`src/rtl/except_ctrl.sv`:
```
// Exception / ERET / interrupt request controller.
// Picks one winner per cycle from the issue lanes (or a pending interrupt),
// optionally waits for outstanding memory traffic to drain, then presents a
// single-cycle registered request with its redirect vector and a flush pulse.
module except_ctrl #(
  parameter int unsigned N_ISSUE     = 2,
  parameter int unsigned N_INT       = 8,
  parameter int unsigned SYNC_STAGES = 2
) (
  input  logic                    clk,
  input  logic                    rst,
  input  logic [N_ISSUE-1:0]      pipe_valid,
  input  logic [N_ISSUE-1:0]      exc_valid,
  input  logic [N_ISSUE-1:0]      exc_eret,
  input  logic [5*N_ISSUE-1:0]    exc_code,
  input  logic [32*N_ISSUE-1:0]   exc_pc,
  input  logic [N_ISSUE-1:0]      exc_delayslot,
  input  logic [N_INT-1:0]        interrupt_req,
  input  logic                    status_ie,
  input  logic                    status_exl,
  input  logic                    status_erl,
  input  logic                    status_bev,
  input  logic [N_INT-1:0]        status_im,
  input  logic                    cause_iv,
  input  logic [19:0]             ebase,
  input  logic [31:0]             epc,
  input  logic [31:0]             error_epc,
  input  logic                    mem_busy,
  output logic                    stall,
  output logic                    flush,
  output logic                    except_req_valid,
  output logic                    except_req_eret,
  output logic [4:0]              except_req_code,
  output logic [31:0]             except_req_pc,
  output logic                    except_req_delayslot,
  output logic [31:0]             except_vec
);

  typedef enum logic [1:0] {
    IDLE  = 2'd0,
    DRAIN = 2'd1,
    ISSUE = 2'd2
  } state_t;

  localparam logic [4:0] EXC_INT = 5'd0;

  state_t           state;
  state_t           state_nxt;

  logic [N_INT-1:0] sync_q [SYNC_STAGES];
  logic             int_pend;

  logic             win_valid;
  logic             win_eret;
  logic             win_ds;
  logic [4:0]       win_code;
  logic [31:0]      win_pc;
  logic [31:0]      win_vec;
  logic [11:0]      vec_off;

  logic             cap_eret;
  logic             cap_ds;
  logic [4:0]       cap_code;
  logic [31:0]      cap_pc;
  logic [31:0]      cap_vec;

  // Interrupt line synchroniser chain, cleared by reset
  always_ff @(posedge clk) begin
    if (rst) begin
      for (int unsigned i = 0; i < SYNC_STAGES; i++) sync_q[i] <= '0;
    end else begin
      sync_q[0] <= interrupt_req;
      for (int unsigned i = 1; i < SYNC_STAGES; i++) sync_q[i] <= sync_q[i-1];
    end
  end

  assign int_pend = (|(sync_q[SYNC_STAGES-1] & status_im)) & status_ie &
                    ~status_exl & ~status_erl & (|pipe_valid);

  // Winner selection: pending interrupt beats lanes; lowest live lane otherwise
  always_comb begin
    win_valid = 1'b0;
    win_eret  = 1'b0;
    win_code  = '0;
    win_pc    = '0;
    win_ds    = 1'b0;
    for (int unsigned i = 0; i < N_ISSUE; i++) begin
      if (!win_valid && pipe_valid[i] && (exc_valid[i] || exc_eret[i])) begin
        win_valid = 1'b1;
        // a lane flagging both an exception and ERET is treated as the exception
        win_eret  = exc_eret[i] & ~exc_valid[i];
        win_code  = exc_code[5*i +: 5];
        win_pc    = exc_pc[32*i +: 32];
        win_ds    = exc_delayslot[i];
      end
    end
    if (int_pend) begin
      win_valid = 1'b1;
      win_eret  = 1'b0;
      win_code  = EXC_INT;
      win_pc    = exc_pc[31:0];
      win_ds    = exc_delayslot[0];
    end
  end

  // Redirect target for the current winner
  always_comb begin
    vec_off = 12'h180;
    win_vec = '0;
    if (win_eret) begin
      win_vec = status_erl ? error_epc : epc;
    end else begin
      if (!status_exl && (win_code == EXC_INT) && cause_iv) vec_off = 12'h200;
      win_vec = status_bev ? (32'hBFC0_0200 + {20'd0, vec_off}) : {ebase, vec_off};
    end
  end

  // Capture registers, loaded only when a winner is accepted from IDLE
  always_ff @(posedge clk) begin
    if (rst) begin
      cap_eret <= 1'b0;
      cap_ds   <= 1'b0;
      cap_code <= '0;
      cap_pc   <= '0;
      cap_vec  <= '0;
    end else if ((state == IDLE) && win_valid) begin
      cap_eret <= win_eret;
      cap_ds   <= win_ds;
      cap_code <= win_code;
      cap_pc   <= win_pc;
      cap_vec  <= win_vec;
    end
  end

  // State register
  always_ff @(posedge clk) begin
    if (rst) state <= IDLE;
    else     state <= state_nxt;
  end

  // Next-state logic
  always_comb begin
    state_nxt = state;
    case (state)
      IDLE:    if (win_valid) state_nxt = mem_busy ? DRAIN : ISSUE;
      DRAIN:   if (!mem_busy) state_nxt = ISSUE;
      ISSUE:   state_nxt = IDLE;
      default: state_nxt = IDLE;
    endcase
  end

  // Outputs: request fields only visible while issuing, stall only while draining
  always_comb begin
    stall                = (state == DRAIN);
    flush                = 1'b0;
    except_req_valid     = 1'b0;
    except_req_eret      = 1'b0;
    except_req_code      = '0;
    except_req_pc        = '0;
    except_req_delayslot = 1'b0;
    except_vec           = '0;
    if (state == ISSUE) begin
      flush                = 1'b1;
      except_req_valid     = 1'b1;
      except_req_eret      = cap_eret;
      except_req_code      = cap_code;
      except_req_pc        = cap_pc;
      except_req_delayslot = cap_ds;
      except_vec           = cap_vec;
    end
  end

endmodule

```
`config.mk`:
```
export PLATFORM = sky130hd
export DESIGN_NAME = except_ctrl
export DESIGN_NICKNAME = d
export VERILOG_FILES = /design/src/rtl/except_ctrl.sv
export SDC_FILE = /design/constraint.sdc
export NUM_CORES = 1
export LEC_CHECK = 0
export CELL_PAD_IN_SITES_DETAIL_PLACEMENT = 0
export CELL_PAD_IN_SITES_GLOBAL_PLACEMENT = 1
export CORE_MARGIN = 3
export CORE_UTILIZATION = 30
export CTS_CLUSTER_SIZE = 12
export DETAILED_ROUTE_END_ITERATION = 7
export PLACE_DENSITY = 0.93
export SYNTH_ARGS = -nofsm -noshare
export SYNTH_HDL_FRONTEND = slang
export SYNTH_SLANG_ARGS = --single-unit
```
`constraint.sdc`:
```
create_clock -name clk -period 2.5 [get_ports clk]
set_input_delay 0.25 -clock clk [delete_from_list [all_inputs] [get_ports clk]]
set_output_delay 0.25 -clock clk [all_outputs]
set_load 0.005 [all_outputs]
```
==> results.py <==
metrics = {
    "run_status": {
        "outcome": "complete, no violations",
    },
    "synth": {
        "yosys.cell_types.count": 45,
        "synth_nets": 751,
        "ys.flop_type": "dfxtp_1",
        "synthTopCellsByArea": "dfxtp_1 36%, a2111oi_2 9.9%, and2_1 8.9%",
        "netlist_area_mm2": 0.005019,
        "avgSynthCellArea_um2": 8.962,
        "async_reset_ff_share_pct": 0,
        "synth_top_area_share_pct": 35.50,
        "synth_seq_area_share_pct": 35.50,
        "synth_area_leader_cell": "dfxtp_1",
        "synth_enable_flop_cells": 0,
        "synth_cells": 560,
        "yosys_warnings": 0,
        "ys_ff_latch": 89,
    },
    "die": {
        "core-area_mm2": 0.01612,
        "fp.dieH_um": 135.3,
        "die_w_um": 135.3,
        "die_area_mm2": 0.01832,
        "num_io_pins": 264,
        "rows": 46,
        "initial_utilization_pct": 31.14,
    },
    "pwr": {
        "ir_drop_v": 0.0003223,
        "powerDensity_mw_per_mm2": 500.1,
        "p_leak_nw": 2.909,
    },
    "global_routing": {
        "gr-usage-met2_pct": 31.91,
        "overflow": 0,
        "grt_busiest_layer": "met2",
        "grtUsageMet1_pct": 22.24,
        "grt_use_total_pct": 18.41,
        "grt_pass1_wl_um": 26500,
        "grt_start_max_net_pins": 47,
        "use_met3_pct": 5.275,
        "grt_pass1_vias": 4859,
        "grt_antenna_before_repair": 1,
    },
    "cts": {
        "numCtsBuffers": 9,
        "postCtsHoldBufs": 0,
        "clk_pin_slew_ns": 0.07,
        "clock_latency_ns": 0.34,
        "cts_sinks": 89,
        "cts_tree": "yes",
        "cts_setup_buffers": 0,
        "cts_max_level": 3,
        "ctsResizeCount": 0,
        "clockRootBuffer": "clkbuf_16",
        "cts_buffer_depth": 2,
    },
    "flow_run": {
        "drv_cap": 0,
    },
    "final_layout": {
        "area_growth_pct": 62.33,
        "drive_gt1_share_pct": 11.93,
        "nNetsFinal": 991,
        "stdcell_count": 1021,
        "diodes": 0,
        "nFillCells": 1545,
    },
    "detailed_routing": {
        "wl_um": 17360,
        "drtIter0Drc": 133,
        "vias": 4996,
        "drt_pass1_iterations": 4,
        "drc": 0,
        "antenna_left": 0,
        "wl_per_cell_um": 17.00,
        "vias_per_cell": 4.893,
    },
    "timing": {
        "clock.fmax_mhz": 441.5,
        "setup_violations": 0,
        "drv_slew": 0,
        "skew_ns": 0.009940,
        "hold_viol": 0,
        "rsz0062_at_grt": "false",
        "finalCriticalPeriod_ns": 2.265,
        "worst_slack_ns": 0.2352,
        "period_share_pct": 90.59,
        "maxSlewHeadroom_pct": 39.47,
        "worstMarginPinSlew_ns": 0.9046,
        "tns_ns": 0,
    },
    "worst_hold_path": {
        "hold_class": "in -> reg",
        "hp-start": "rst",
    },
    "critical_path": {
        "critPathLaunchType": "flop",
        "r2r_slack_ns": 0.53,
        "crit_type": "reg -> out",
        "cp_data_arrival_time_ns": 2.01,
        "required_ns": 2.25,
        "end_kind": "output pin",
        "rr_startpoint": "sync_q[0][10]$_SDFF_PP0_",
        "crit_start": "state[1]$_SDFFE_PP0P_",
        "path_max_fanout": 41,
    },
    "placed_design": {
        "hpwl_um": 13060,
        "portBuffers": 263,
        "pre_cts_slack_ns": 0.1120,
        "gp_congestion": 0.7219,
        "place_inst": 1005,
    },
}
sequential cells by signal, summed over array words and instances, names as in the netlist:
signal	flops
cap_pc	32
cap_vec	32
sync_q	16
cap_code	5
state	2
cap_ds	1
cap_eret	1
layer usage:
layer  up-vias  wire [um]  part of all wire (%)
met5         -         14                 0.081
met4         2        204                   1.2
met3        16       1562                   9.0
met2       213       8436                    49
met1      2284       7137                    41
li1       2481          -                     -
Yosys cell counts (all sizes together), types with 6 or more instances:
cell     count
dfxtp       89
nor2        84
and2        71
a2111oi     44
nor3        42
nor2b       39
clkbuf      29
buf         24
mux2i       23
mux2        13
nand2       12
nand3b      12
a211oi      11
o31ai       10
a21oi        9
o2bb2ai      8
a22oi        6
o21ai        6
where the power goes:
group	switching, mW	leakage, nW	internal [mW]	total [mW]
Sequential	0.0593	0.736	1.56	1.61
Clock	0.568	0.149	0.830	1.40
Combinational	0.474	2.02	0.587	1.06
cell usage in the layout, fill, tap and decap left out, drive strengths merged:
cell / n
a22o: 4
buf: 21
mux2i: 23
o31a: 1
o31ai: 10
o21ai: 6
o2bb2ai: 8
bufinv: 1
nand2b: 3
ha: 1
or2: 1
nand3b: 12
o21a: 2
nand4: 1
clkdlybuf4s50: 261
dfxtp: 89
a32o: 2
a211oi: 11
a22oi: 6
and4: 1
clkinvlp: 1
or4: 2
mux2: 13
clkbuf: 12
nand2: 12
or3: 2
nand3: 3
nor2b: 39
inv: 1
a2111oi: 44
clkinv: 2
o22a: 1
o211ai: 2
nor3: 42
and2: 71
a21oi: 9
o211a: 1
nor2: 84
critical path: stages (launching register included):
cell,delay (ns)
dfxtp_1,0.40
nor2b_4,0.17
buf_4,0.32
and2_1,0.22
clkdlybuf4s50_1,0.56
metrics by stage:
| step | hold slack (ns) | cell area [um^2] | power [mW] | util (%) |
|---|---|---|---|---|
| after floorplan | 0.3397 | 5019 | 2.200 | - |
| after global placement | 0.4169 | 7839 | 2.705 | 48.64 |
| after detailed placement | 0.4253 | 7839 | 2.720 | 48.64 |
| after CTS | 0.4201 | 8147 | 4.149 | 50.55 |
| after global routing | 0.4470 | 8147 | 4.304 | 50.55 |
| final | 0.4330 | 8147 | 4.074 | 50.55 |
final timing paths:
kind	endpoint	depth (start not counted)
min	cap_code[0]$_SDFFE_PP0P_	2
max	except_req_code[1]	4
max reg2reg	cap_vec[31]$_SDFFE_PP0P_	5
min reg2reg	sync_q[0][8]$_SDFF_PP0_	1
area by class of cell:
type                            count  area [um^2]  area share [%]
Timing Repair Buffer              282         2830           34.74
Clock buffer                       12        256.5           3.149
Multi-Input combinational cell    417         2953           36.25
Tap cell                          216        270.3           3.317
Inverter                            1        3.754         0.04608
Sequential cell                    89         1782           21.87
Clock inverter                      4        51.30          0.6297
logic make-up after synthesis:
kind of cell,count (synthesis),share of synthesized area (%)
adder cells (fa/ha/maj),1,0.2493
buffers and inverters,54,5.809
flip-flops,89,35.50
multiplexers,36,7.504
AO/OA/AOI/OAI,107,22.11
AND/OR/NAND/NOR,273,28.82
Note: power is estimated with default switching activity, not from simulation.
